<file path="src/rtl/serial_add_pkg.sv">
// ---------------------------------------------------------------------------
// serial_add_pkg
//
// Definitions shared by the bit-serial add/subtract controller:
//   - state_e : controller FSM encoding (IDLE / RUN / DONE)
//   - clog2() : ceiling log2, used to size the bit counter
//
// Build option: SERIAL_ADD_OVF_EN (adds a signed-overflow output). Nothing
// in this package depends on it.
// ---------------------------------------------------------------------------
package serial_add_pkg;

    typedef enum logic [1:0] {
        IDLE = 2'd0,
        RUN  = 2'd1,
        DONE = 2'd2
    } state_e;

    // Ceiling log2. Returns 0 for values <= 1, so callers that need a
    // non-empty vector must clamp the result to at least 1.
    function automatic int clog2(input int value);
        int r;
        r = 0;
        while ((1 << r) < value) begin
            r = r + 1;
        end
        return r;
    endfunction

endpackage

</file>
<file path="src/rtl/serial_add_ctrl_if.sv">
// ---------------------------------------------------------------------------
// serial_add_ctrl_if
//
// Groups the operand request channel and the result channel of the
// bit-serial adder.
//
//   Request channel (master -> slave, in_ready back)
//     in_valid, op_a[WIDTH], op_b[WIDTH], op_cin, op_sub  / in_ready
//   Result channel (slave -> master, out_ready back)
//     out_valid, sum[WIDTH], cout, ovf (only with SERIAL_ADD_OVF_EN) / out_ready
//
// Modports:
//   master : the requester / result consumer
//   slave  : serial_add_ctrl
//
// Build option: SERIAL_ADD_OVF_EN adds the ovf signal to both modports.
// ---------------------------------------------------------------------------
interface serial_add_ctrl_if #(
    parameter int WIDTH = 8
);

    logic             in_valid;
    logic             in_ready;
    logic [WIDTH-1:0] op_a;
    logic [WIDTH-1:0] op_b;
    logic             op_cin;
    logic             op_sub;

    logic             out_valid;
    logic             out_ready;
    logic [WIDTH-1:0] sum;
    logic             cout;
`ifdef SERIAL_ADD_OVF_EN
    logic             ovf;
`endif

`ifdef SERIAL_ADD_OVF_EN
    modport master (
        output in_valid, op_a, op_b, op_cin, op_sub, out_ready,
        input  in_ready, out_valid, sum, cout, ovf
    );

    modport slave (
        input  in_valid, op_a, op_b, op_cin, op_sub, out_ready,
        output in_ready, out_valid, sum, cout, ovf
    );
`else
    modport master (
        output in_valid, op_a, op_b, op_cin, op_sub, out_ready,
        input  in_ready, out_valid, sum, cout
    );

    modport slave (
        input  in_valid, op_a, op_b, op_cin, op_sub, out_ready,
        output in_ready, out_valid, sum, cout
    );
`endif

endinterface

</file>
<file path="src/rtl/serial_add_dp.sv">
// ---------------------------------------------------------------------------
// serial_add_dp
//
// Datapath of the bit-serial adder: two operand shift registers, the result
// shift register, the recirculating carry flop and one gate-level full-adder
// cell. One bit pair is consumed per shift, LSB first; each sum bit enters
// the result register at the MSB, so after WIDTH shifts the result holds
// the complete word.
//
// Ports
//   clk, rst      clock, asynchronous active-high reset
//   load          capture operands (B inverted for subtract) and carry-in
//   shift         process one bit pair
//   last          (SERIAL_ADD_OVF_EN only) current shift handles the MSB
//   op_a, op_b    operands, sampled only while load is high
//   op_cin        carry-in for add
//   op_sub        1: subtract (B inverted, carry-in forced to 1)
//   sum           result register
//   cout          carry flop; holds carry-out of the MSB once finished
//   ovf           (SERIAL_ADD_OVF_EN only) signed overflow of the last op
//
// Build option: SERIAL_ADD_OVF_EN enables the last/ovf ports and the
// overflow capture logic.
// ---------------------------------------------------------------------------
module serial_add_dp #(
    parameter int WIDTH = 8
) (
    input  logic             clk,
    input  logic             rst,
    input  logic             load,
    input  logic             shift,
`ifdef SERIAL_ADD_OVF_EN
    input  logic             last,
`endif
    input  logic [WIDTH-1:0] op_a,
    input  logic [WIDTH-1:0] op_b,
    input  logic             op_cin,
    input  logic             op_sub,
    output logic [WIDTH-1:0] sum,
    output logic             cout
`ifdef SERIAL_ADD_OVF_EN
    ,
    output logic             ovf
`endif
);

    logic [WIDTH-1:0] a_sh_q, a_sh_d;
    logic [WIDTH-1:0] b_sh_q, b_sh_d;
    logic [WIDTH-1:0] res_q, res_d;
    logic             carry_q, carry_d;
`ifdef SERIAL_ADD_OVF_EN
    logic             ovf_q, ovf_d;
`endif

    // -----------------------------------------------------------------
    // Structural 1-bit full-adder cell
    // -----------------------------------------------------------------
    logic fa_p;
    logic fa_g;
    logic fa_pc;
    logic s_bit;
    logic c_bit;

    xor u_fa_x0 (fa_p,  a_sh_q[0], b_sh_q[0]);
    xor u_fa_x1 (s_bit, fa_p,      carry_q);
    and u_fa_a0 (fa_g,  a_sh_q[0], b_sh_q[0]);
    and u_fa_a1 (fa_pc, fa_p,      carry_q);
    or  u_fa_o0 (c_bit, fa_g,      fa_pc);

    // Result register shifted right with the new sum bit entering at the
    // MSB. Built per bit so it also elaborates cleanly for WIDTH == 1.
    logic [WIDTH-1:0] res_shift;

    for (genvar gi = 0; gi < WIDTH; gi++) begin : g_res_shift
        if (gi == WIDTH - 1) begin : g_msb
            assign res_shift[gi] = s_bit;
        end else begin : g_lower
            assign res_shift[gi] = res_q[gi+1];
        end
    end

    always_comb begin
        a_sh_d  = a_sh_q;
        b_sh_d  = b_sh_q;
        res_d   = res_q;
        carry_d = carry_q;
`ifdef SERIAL_ADD_OVF_EN
        ovf_d   = ovf_q;
`endif
        if (load) begin
            a_sh_d  = op_a;
            b_sh_d  = op_sub ? ~op_b : op_b;
            // Subtract is A + ~B + 1, so the carry-in is forced high.
            carry_d = op_sub | op_cin;
            res_d   = '0;
`ifdef SERIAL_ADD_OVF_EN
            ovf_d   = 1'b0;
`endif
        end else if (shift) begin
            a_sh_d  = a_sh_q >> 1;
            b_sh_d  = b_sh_q >> 1;
            res_d   = res_shift;
            carry_d = c_bit;
`ifdef SERIAL_ADD_OVF_EN
            // While the MSB pair is in the cell, carry_q is the carry into
            // the MSB and c_bit the carry out of it.
            if (last) begin
                ovf_d = carry_q ^ c_bit;
            end
`endif
        end
    end

    always_ff @(posedge clk or posedge rst) begin
        if (rst) begin
            a_sh_q  <= '0;
            b_sh_q  <= '0;
            res_q   <= '0;
            carry_q <= 1'b0;
`ifdef SERIAL_ADD_OVF_EN
            ovf_q   <= 1'b0;
`endif
        end else begin
            a_sh_q  <= a_sh_d;
            b_sh_q  <= b_sh_d;
            res_q   <= res_d;
            carry_q <= carry_d;
`ifdef SERIAL_ADD_OVF_EN
            ovf_q   <= ovf_d;
`endif
        end
    end

    assign sum  = res_q;
    assign cout = carry_q;
`ifdef SERIAL_ADD_OVF_EN
    assign ovf  = ovf_q;
`endif

endmodule

</file>
<file path="src/rtl/serial_add_ctrl.sv">
// ---------------------------------------------------------------------------
// serial_add_ctrl
//
// Bit-serial add/subtract controller. Accepts a WIDTH-bit operand pair,
// pushes it one bit per cycle through a single full-adder cell (in
// serial_add_dp) and returns the result on a valid/ready channel.
//
// Ports
//   clk   clock, all state changes on the rising edge
//   rst   asynchronous active-high reset
//   bus   serial_add_ctrl_if.slave:
//           in_valid/in_ready, op_a, op_b, op_cin, op_sub  (request)
//           out_valid/out_ready, sum, cout[, ovf]          (result)
//
// Timing: a request accepted at edge T is processed on edges T+1..T+WIDTH,
// out_valid rises after edge T+WIDTH. A result being accepted and a new
// request can share one cycle, giving one operation per WIDTH+1 cycles.
//
// Build option: SERIAL_ADD_OVF_EN adds the signed-overflow output bus.ovf.
// ---------------------------------------------------------------------------
module serial_add_ctrl
    import serial_add_pkg::*;
#(
    parameter int WIDTH = 8
) (
    input  logic              clk,
    input  logic              rst,
    serial_add_ctrl_if.slave  bus
);

    // Counter must be at least one bit wide even for WIDTH == 1.
    localparam int CW = (clog2(WIDTH) < 1) ? 1 : clog2(WIDTH);
    localparam logic [CW-1:0] CNT_LAST = CW'(WIDTH - 1);

    state_e          state_q, state_d;
    logic [CW-1:0]   cnt_q, cnt_d;

    logic            in_ready;
    logic            accept;
    logic            load;
    logic            shift;
    logic            last;

    // rst is folded in so no request is signalled while reset is held.
    assign in_ready = ~rst & ((state_q == IDLE) | ((state_q == DONE) & bus.out_ready));
    assign accept   = bus.in_valid & in_ready;

    always_comb begin
        state_d = state_q;
        cnt_d   = cnt_q;
        load    = 1'b0;
        shift   = 1'b0;
        last    = 1'b0;

        case (state_q)
            IDLE: begin
                if (accept) begin
                    load    = 1'b1;
                    cnt_d   = '0;
                    state_d = RUN;
                end
            end

            RUN: begin
                shift = 1'b1;
                if (cnt_q == CNT_LAST) begin
                    last    = 1'b1;
                    state_d = DONE;
                end else begin
                    cnt_d = cnt_q + CW'(1);
                end
            end

            DONE: begin
                if (bus.out_ready) begin
                    if (accept) begin
                        // Back-to-back: the new operands overwrite the
                        // result in the same edge it is handed over.
                        load    = 1'b1;
                        cnt_d   = '0;
                        state_d = RUN;
                    end else begin
                        state_d = IDLE;
                    end
                end
            end

            default: begin
                state_d = IDLE;
                cnt_d   = '0;
            end
        endcase
    end

    always_ff @(posedge clk or posedge rst) begin
        if (rst) begin
            state_q <= IDLE;
            cnt_q   <= '0;
        end else begin
            state_q <= state_d;
            cnt_q   <= cnt_d;
        end
    end

    assign bus.in_ready  = in_ready;
    assign bus.out_valid = (state_q == DONE);

    serial_add_dp #(
        .WIDTH (WIDTH)
    ) u_dp (
        .clk    (clk),
        .rst    (rst),
        .load   (load),
        .shift  (shift),
`ifdef SERIAL_ADD_OVF_EN
        .last   (last),
`endif
        .op_a   (bus.op_a),
        .op_b   (bus.op_b),
        .op_cin (bus.op_cin),
        .op_sub (bus.op_sub),
        .sum    (bus.sum),
        .cout   (bus.cout)
`ifdef SERIAL_ADD_OVF_EN
        ,
        .ovf    (bus.ovf)
`endif
    );

`ifndef SERIAL_ADD_OVF_EN
    // Without the overflow output the MSB marker has no consumer.
    logic unused_last;
    assign unused_last = last;
`endif

endmodule

</file>
<file path="src/flat_wrapper.sv">
// flat-port wrapper written by rule: the top's interface ports become plain ports
module serial_add_ctrl_flat import serial_add_pkg::*;
#(
    parameter int WIDTH = 8
)
  (clk, rst, bus_in_valid, bus_op_a, bus_op_b, bus_op_cin, bus_op_sub, bus_out_ready, bus_in_ready, bus_out_valid, bus_sum, bus_cout);
  serial_add_ctrl_if #(.WIDTH(WIDTH)) bus_i ();
  input  logic clk;
  input  logic rst;
  input wire logic [$bits(bus_i.in_valid)-1:0] bus_in_valid;
  input wire logic [$bits(bus_i.op_a)-1:0] bus_op_a;
  input wire logic [$bits(bus_i.op_b)-1:0] bus_op_b;
  input wire logic [$bits(bus_i.op_cin)-1:0] bus_op_cin;
  input wire logic [$bits(bus_i.op_sub)-1:0] bus_op_sub;
  input wire logic [$bits(bus_i.out_ready)-1:0] bus_out_ready;
  output wire logic [$bits(bus_i.in_ready)-1:0] bus_in_ready;
  output wire logic [$bits(bus_i.out_valid)-1:0] bus_out_valid;
  output wire logic [$bits(bus_i.sum)-1:0] bus_sum;
  output wire logic [$bits(bus_i.cout)-1:0] bus_cout;
  assign bus_i.in_valid = bus_in_valid;
  assign bus_i.op_a = bus_op_a;
  assign bus_i.op_b = bus_op_b;
  assign bus_i.op_cin = bus_op_cin;
  assign bus_i.op_sub = bus_op_sub;
  assign bus_i.out_ready = bus_out_ready;
  assign bus_in_ready = bus_i.in_ready;
  assign bus_out_valid = bus_i.out_valid;
  assign bus_sum = bus_i.sum;
  assign bus_cout = bus_i.cout;
  serial_add_ctrl #(.WIDTH(WIDTH)) u_core (.clk(clk), .rst(rst), .bus(bus_i));
endmodule
</file>
<file path="config.mk">
export PLATFORM = sky130hd
export DESIGN_NAME = serial_add_ctrl_flat
export DESIGN_NICKNAME = d
export VERILOG_FILES = /design/src/rtl/serial_add_pkg.sv /design/src/rtl/serial_add_ctrl_if.sv /design/src/rtl/serial_add_dp.sv /design/src/rtl/serial_add_ctrl.sv /design/src/flat_wrapper.sv
export SDC_FILE = /design/constraint.sdc
export NUM_CORES = 1
export LEC_CHECK = 0
export CORE_UTILIZATION = 54
export CTS_CLUSTER_DIAMETER = 120
export DETAILED_ROUTE_END_ITERATION = 8
export GPL_ROUTABILITY_DRIVEN = 0
export GPL_TIMING_DRIVEN = 0
export PLACE_DENSITY = 0.95
export SYNTH_ARGS = -nofsm -noshare
export SYNTH_HDL_FRONTEND = slang
export SYNTH_HIERARCHICAL = 1
export SYNTH_SLANG_ARGS = --single-unit
</file>
<file path="constraint.sdc">
create_clock -name clk -period 3.6 [get_ports clk]
set_input_delay 1.08 -clock clk [delete_from_list [all_inputs] [get_ports clk]]
set_output_delay 1.08 -clock clk [all_outputs]
set_load 0.02 [all_outputs]
</file>
### After elaboration in Yosys (flattened, before gate mapping)

Index checks and enable logic that the tools add are counted.

| cells by class | value |
|---|---|
| add/sub/neg operators | 1 |
| equality and inequality tests | 7 |
| multiplexer cells | 22 |
| bitwise operators | 12 |
| reductions and logical operators | 4 |

Operators with widths:

| operator | number |
|---|---|
| $mux 8 | 7 |
| $mux 3 | 3 |
| $pmux 3 s3 | 1 |
| $not 8->8 | 1 |
| $mux 1 | 6 |
| $mux 2 | 3 |
| $pmux 2 s3 | 1 |
| $and 1x1->1 | 5 |
| $ne 2x1->1 const B | 2 |
| $ne 2x2->1 const B | 2 |
| $add 3x1->3 const B | 1 |
| $eq 3x3->1 const B | 1 |
| $or 1x1->1 | 3 |
| $reduce_and 3->1 | 1 |
| $eq 2x1->1 const B | 1 |
| $eq 2x2->1 const B | 1 |
| $logic_not 2->1 | 1 |
| $pmux 1 s2 | 1 |
| $reduce_and 2->1 | 1 |
| $reduce_bool 2->1 | 1 |
| $xor 1x1->1 | 2 |
| $not 1->1 | 1 |

| word-level totals | value |
|---|---|
| bits in registers | 30 |
| input bits | 22 |
| output and inout bits | 11 |
| logic and storage cells | 52 |

### Depth between registers and ports, before layout

| logic depth | value |
|---|---|
| depth in word-level cells | 9 |
| gate-level depth with buffers | 7 |
| gate-level depth less buffers | 5 |

### Modules after synthesis

The synthesis kept the hierarchy.

Modules (own cells, without submodules):

| module | times used | cells an instance | area an instance (µm²) | seq. area each (µm²) |
|---|---|---|---|---|
| serial_add_dp | 1 | 106 | 1243.7 | 625.6 |
| serial_add_ctrl | 1 | 31 | 330.3 | 125.1 |

### Worst setup path after synthesis

Ideal clock, no wire load.

| timing path | value |
|---|---|
| path kind | input-to-output |
| start | in rst |
| end | out bus_in_ready |
| arrival | 1.441 ns |
| required time | 2.520 ns |
| slack | 1.079 ns |
| stages on the path | 1 |
| buffers on the path | 0 |
| path through | nor3_2 |

| on the way | value |
|---|---|
| cells in the longest elaborated chain, start to end | 2 |

RTL lines:

| what | RTL line | source |
|---|---|---|
| start: declaration | flat_wrapper.sv:9 | `input logic rst;` |
| $not 1->1 | serial_add_ctrl.sv:45 | `assign in_ready = ~rst & ((state_q == IDLE) \| ((state_q == DONE) & bus.out_ready));` |
| $and 1x1->1 | serial_add_ctrl.sv:45 |  |
| end: declaration | flat_wrapper.sv:16 | `output wire logic [$bits(bus_i.in_ready)-1:0] bus_in_ready;` |

No other way between the ends.

### Worst setup path in the final report

| timing path | value |
|---|---|
| start | in bus_out_ready |
| end | out bus_in_ready |

| on the way | value |
|---|---|
| cells in the longest elaborated chain, start to end | 3 |

RTL lines:

| what | RTL line | source |
|---|---|---|
| start: declaration | flat_wrapper.sv:15 | `input wire logic [$bits(bus_i.out_ready)-1:0] bus_out_ready;` |
| $and 1x1->1 | serial_add_ctrl.sv:45 |  |
| $or 1x1->1 | serial_add_ctrl.sv:45 |  |
| $and 1x1->1 | serial_add_ctrl.sv:45 |  |

No other way between the ends.

==> qor.txt <==
Status = finished, final reports clean
Worst setup margin = 0.438 ns
Die Ht = 56.0 microns
Fmax = 0.316 GHz
I/O Buffers = 31
Initial antenna violation count = 0
Router iterations before antenna repair = 4
WHS = 0.528 ns
Share of layout cells above drive strength 1 = 12.0%
Setup violations, final = 0
Tmin final = 3.16 ns
H-tree levels = 2
Finished Core Util = 71.5%
Global router's overall resource usage = 20.4%
Worst Path Arrival = 2.08 ns
TritonCTS buffer count = 5
Syn-to-layout area delta = 25.2%
First-pass GRT wire length = 4840 microns
Drt via density = 5.26
Max transition margin = 37.9%
Max Cap Viol = 0
CTS sink cnt = 30
Row Count = 19
Final nets = 200
Post-DP HPWL = 2140 microns
Area of the multi-input gates = 714 sq um
Synth cell types = 28
Post-Route WL = 2810 microns
Mapped Avg Cell Area = 11.5 sq um
Critical Path Start Type = input port
Initial core utilization = 57.1%
Power per Cell Area = 771 nW/um^2
Routed wire per std cell = 13.6 microns
Vias = 1084
CTS tree = yes
Static leakage = 0.000949 uW
Initial DRC Count = 19
Number of global-route vias before repair = 1134
Min-delay src = u_core/u_dp/sum[0]$_DFFE_PP0P_
Root Driver = clkbuf_4
Clk_skew = 0.0105 ns
Final Hold Vio Count = 0
Hold Path Class = flip-flop to flip-flop
Fill cells = 207
Setup repair after global routing missed its margin = no
Mapped Cells = 137
Clock latency on the worst-skew pair = 0.33 ns
Core footprint = 2760 sq um
Antenna cell count = 0
Netlist Area Pre-Place = 1570 sq um
Ys Warns = 6
Count of pins over their slew limit = 0
Hold buffer count at CTS = 0
Post-placement setup slack = 0.0488 ns
CP required = 2.52 ns
Crit-path max FO = 3
CTS Buffer Depth = 2
CP startpoint = bus_out_ready
Reg2reg path depth = 6
Gr ovfl total = 0
Clk slew on worst S/H paths = 0.07 ns
Final ANT Viol Nets = 0
Final worst path period share = 87.8%
Tightest Pin Transition = 0.930 ns
#FFs+latches synth = 30
WHS Path Cells = 2
R2R setup slack = 1.94 ns
Largest net degree at the start of global routing = 26
Post-CTS resize count = 0
Post-synth net total = 162
Die area = 3130 sq um
Postcts setup bufs = 0
DRC Markers = 0
Crit. End Element = output port
Part of the Yosys area used for sequential elements = 47.7%
FF-to-FF Start = u_core/state_q[1]$_DFFE_PP0P_
Register Area = 751 sq um
Die X = 56.0 microns
Kind of critical path = input port to output port
Total negative setup slack = 0 ns
Ports = 33
Worst vdd ir = 0.000622 V
worst max-delay path, stage by stage:
cell and delay (ns):
clkdlybuf4s50_1 0.53, nor2b_4 0.06, nor3_2 0.16, dlymetal6s2s_1 0.25
flip-flops by register name (all words and copies together), names as in the netlist:
name                flops
u_core/u_dp/a_sh_q      8
u_core/u_dp/b_sh_q      8
u_core/u_dp/sum         8
u_core/cnt_q            3
u_core/state_q          2
u_core/u_dp/cout        1
final timing paths:
path / to
max: bus_in_ready
min: u_core/u_dp/sum[0]$_DFFE_PP0P_
max reg2reg: u_core/u_dp/b_sh_q[0]$_DFFE_PP0P_
min reg2reg: u_core/u_dp/sum[0]$_DFFE_PP0P_
max in group asynchronous: u_core/u_dp/sum[4]$_DFFE_PP0P_
min in group asynchronous: u_core/state_q[0]$_DFFE_PP0P_
through the flow:
| stage | total power (uW) | std cells | area (sq um) |
|---|---|---|---|
| finish | 1520 | 206 | 1970 |
| global placement | 1310 | 199 | 1920 |
| floorplan | 1130 | 137 | 1570 |
| CTS | 1540 | 206 | 1970 |
| global route | 1630 | 206 | 1970 |
| detailed placement | 1360 | 199 | 1920 |
per-layer routing:
metal	vias up	global-route usage, %	wire, microns
met5	-	0	0
met4	0	8.36	47
met3	7	6.51	124
met2	25	35.9	1450
met1	518	22.6	1180
li1	534	-	-
placed cells by master (no fill, tap or decap), drive strengths merged:
master / Yosys / routed
a21o: 1 / 1
a211oi: 1 / 1
ha: 2 / 2
inv: 7 / 7
clkbuf: 0 / 7
o21ai: 12 / 12
nor2: 9 / 9
mux2: 2 / 2
clkdlybuf4s50: 0 / 30
o31ai: 1 / 1
nor2b: 2 / 2
dlymetal6s2s: 0 / 1
mux2i: 28 / 28
and2: 2 / 2
nand2: 11 / 11
nor3b: 2 / 2
xnor2: 8 / 8
and2b: 1 / 1
buf: 9 / 9
dfrtp: 30 / 30
fa: 1 / 1
xor2: 1 / 1
a22o: 2 / 2
nand2b: 4 / 4
nor3: 1 / 1
cell type report:
type	instances	area share, %
buffer	9	4.19
inverter	7	1.33
timing repair buffer	31	15.9
sequential	30	38.1
multi-input combinational	91	36.3
clock buffer	7	2.29
tap	31	1.97
logic make-up after synthesis:
| family | synth area share (%) |
|---|---|
| muxes | 19.2 |
| AOI/OAI and AO/OA | 7.00 |
| and+or+nand+nor | 11.3 |
| buffers and inverters | 6.92 |
| xor gates and xnor gates | 5.01 |
| DFF | 47.7 |
| adders and majority gates | 2.86 |
synth_stat cells (all sizes together):
master | number | area share [%]
a211oi | 1 | 0.79
a21o | 1 | 0.48
a22o | 2 | 1.1
and2 | 2 | 0.79
and2b | 1 | 0.48
buf | 9 | 5.2
dfrtp | 30 | 48
fa | 1 | 1.3
ha | 2 | 1.6
inv | 7 | 1.7
mux2 | 2 | 1.4
mux2i | 28 | 18
nand2 | 11 | 2.6
nand2b | 4 | 1.6
nor2 | 9 | 2.1
nor2b | 2 | 1.7
nor3 | 1 | 0.64
nor3b | 2 | 1.3
o21ai | 12 | 3.8
o31ai | 1 | 0.79
xnor2 | 8 | 4.5
xor2 | 1 | 0.56
power breakdown:
part / switching, uW / internal [uW] / leakage (uW) / total [uW]
clock network: 104 / 73.4 / 0.0000254 / 178
logic: 354 / 412 / 0.000541 / 765
registers: 95.6 / 480 / 0.000383 / 575
total: 554 / 965 / 0.000949 / 1520
Power figures use the tool's default switching activity.
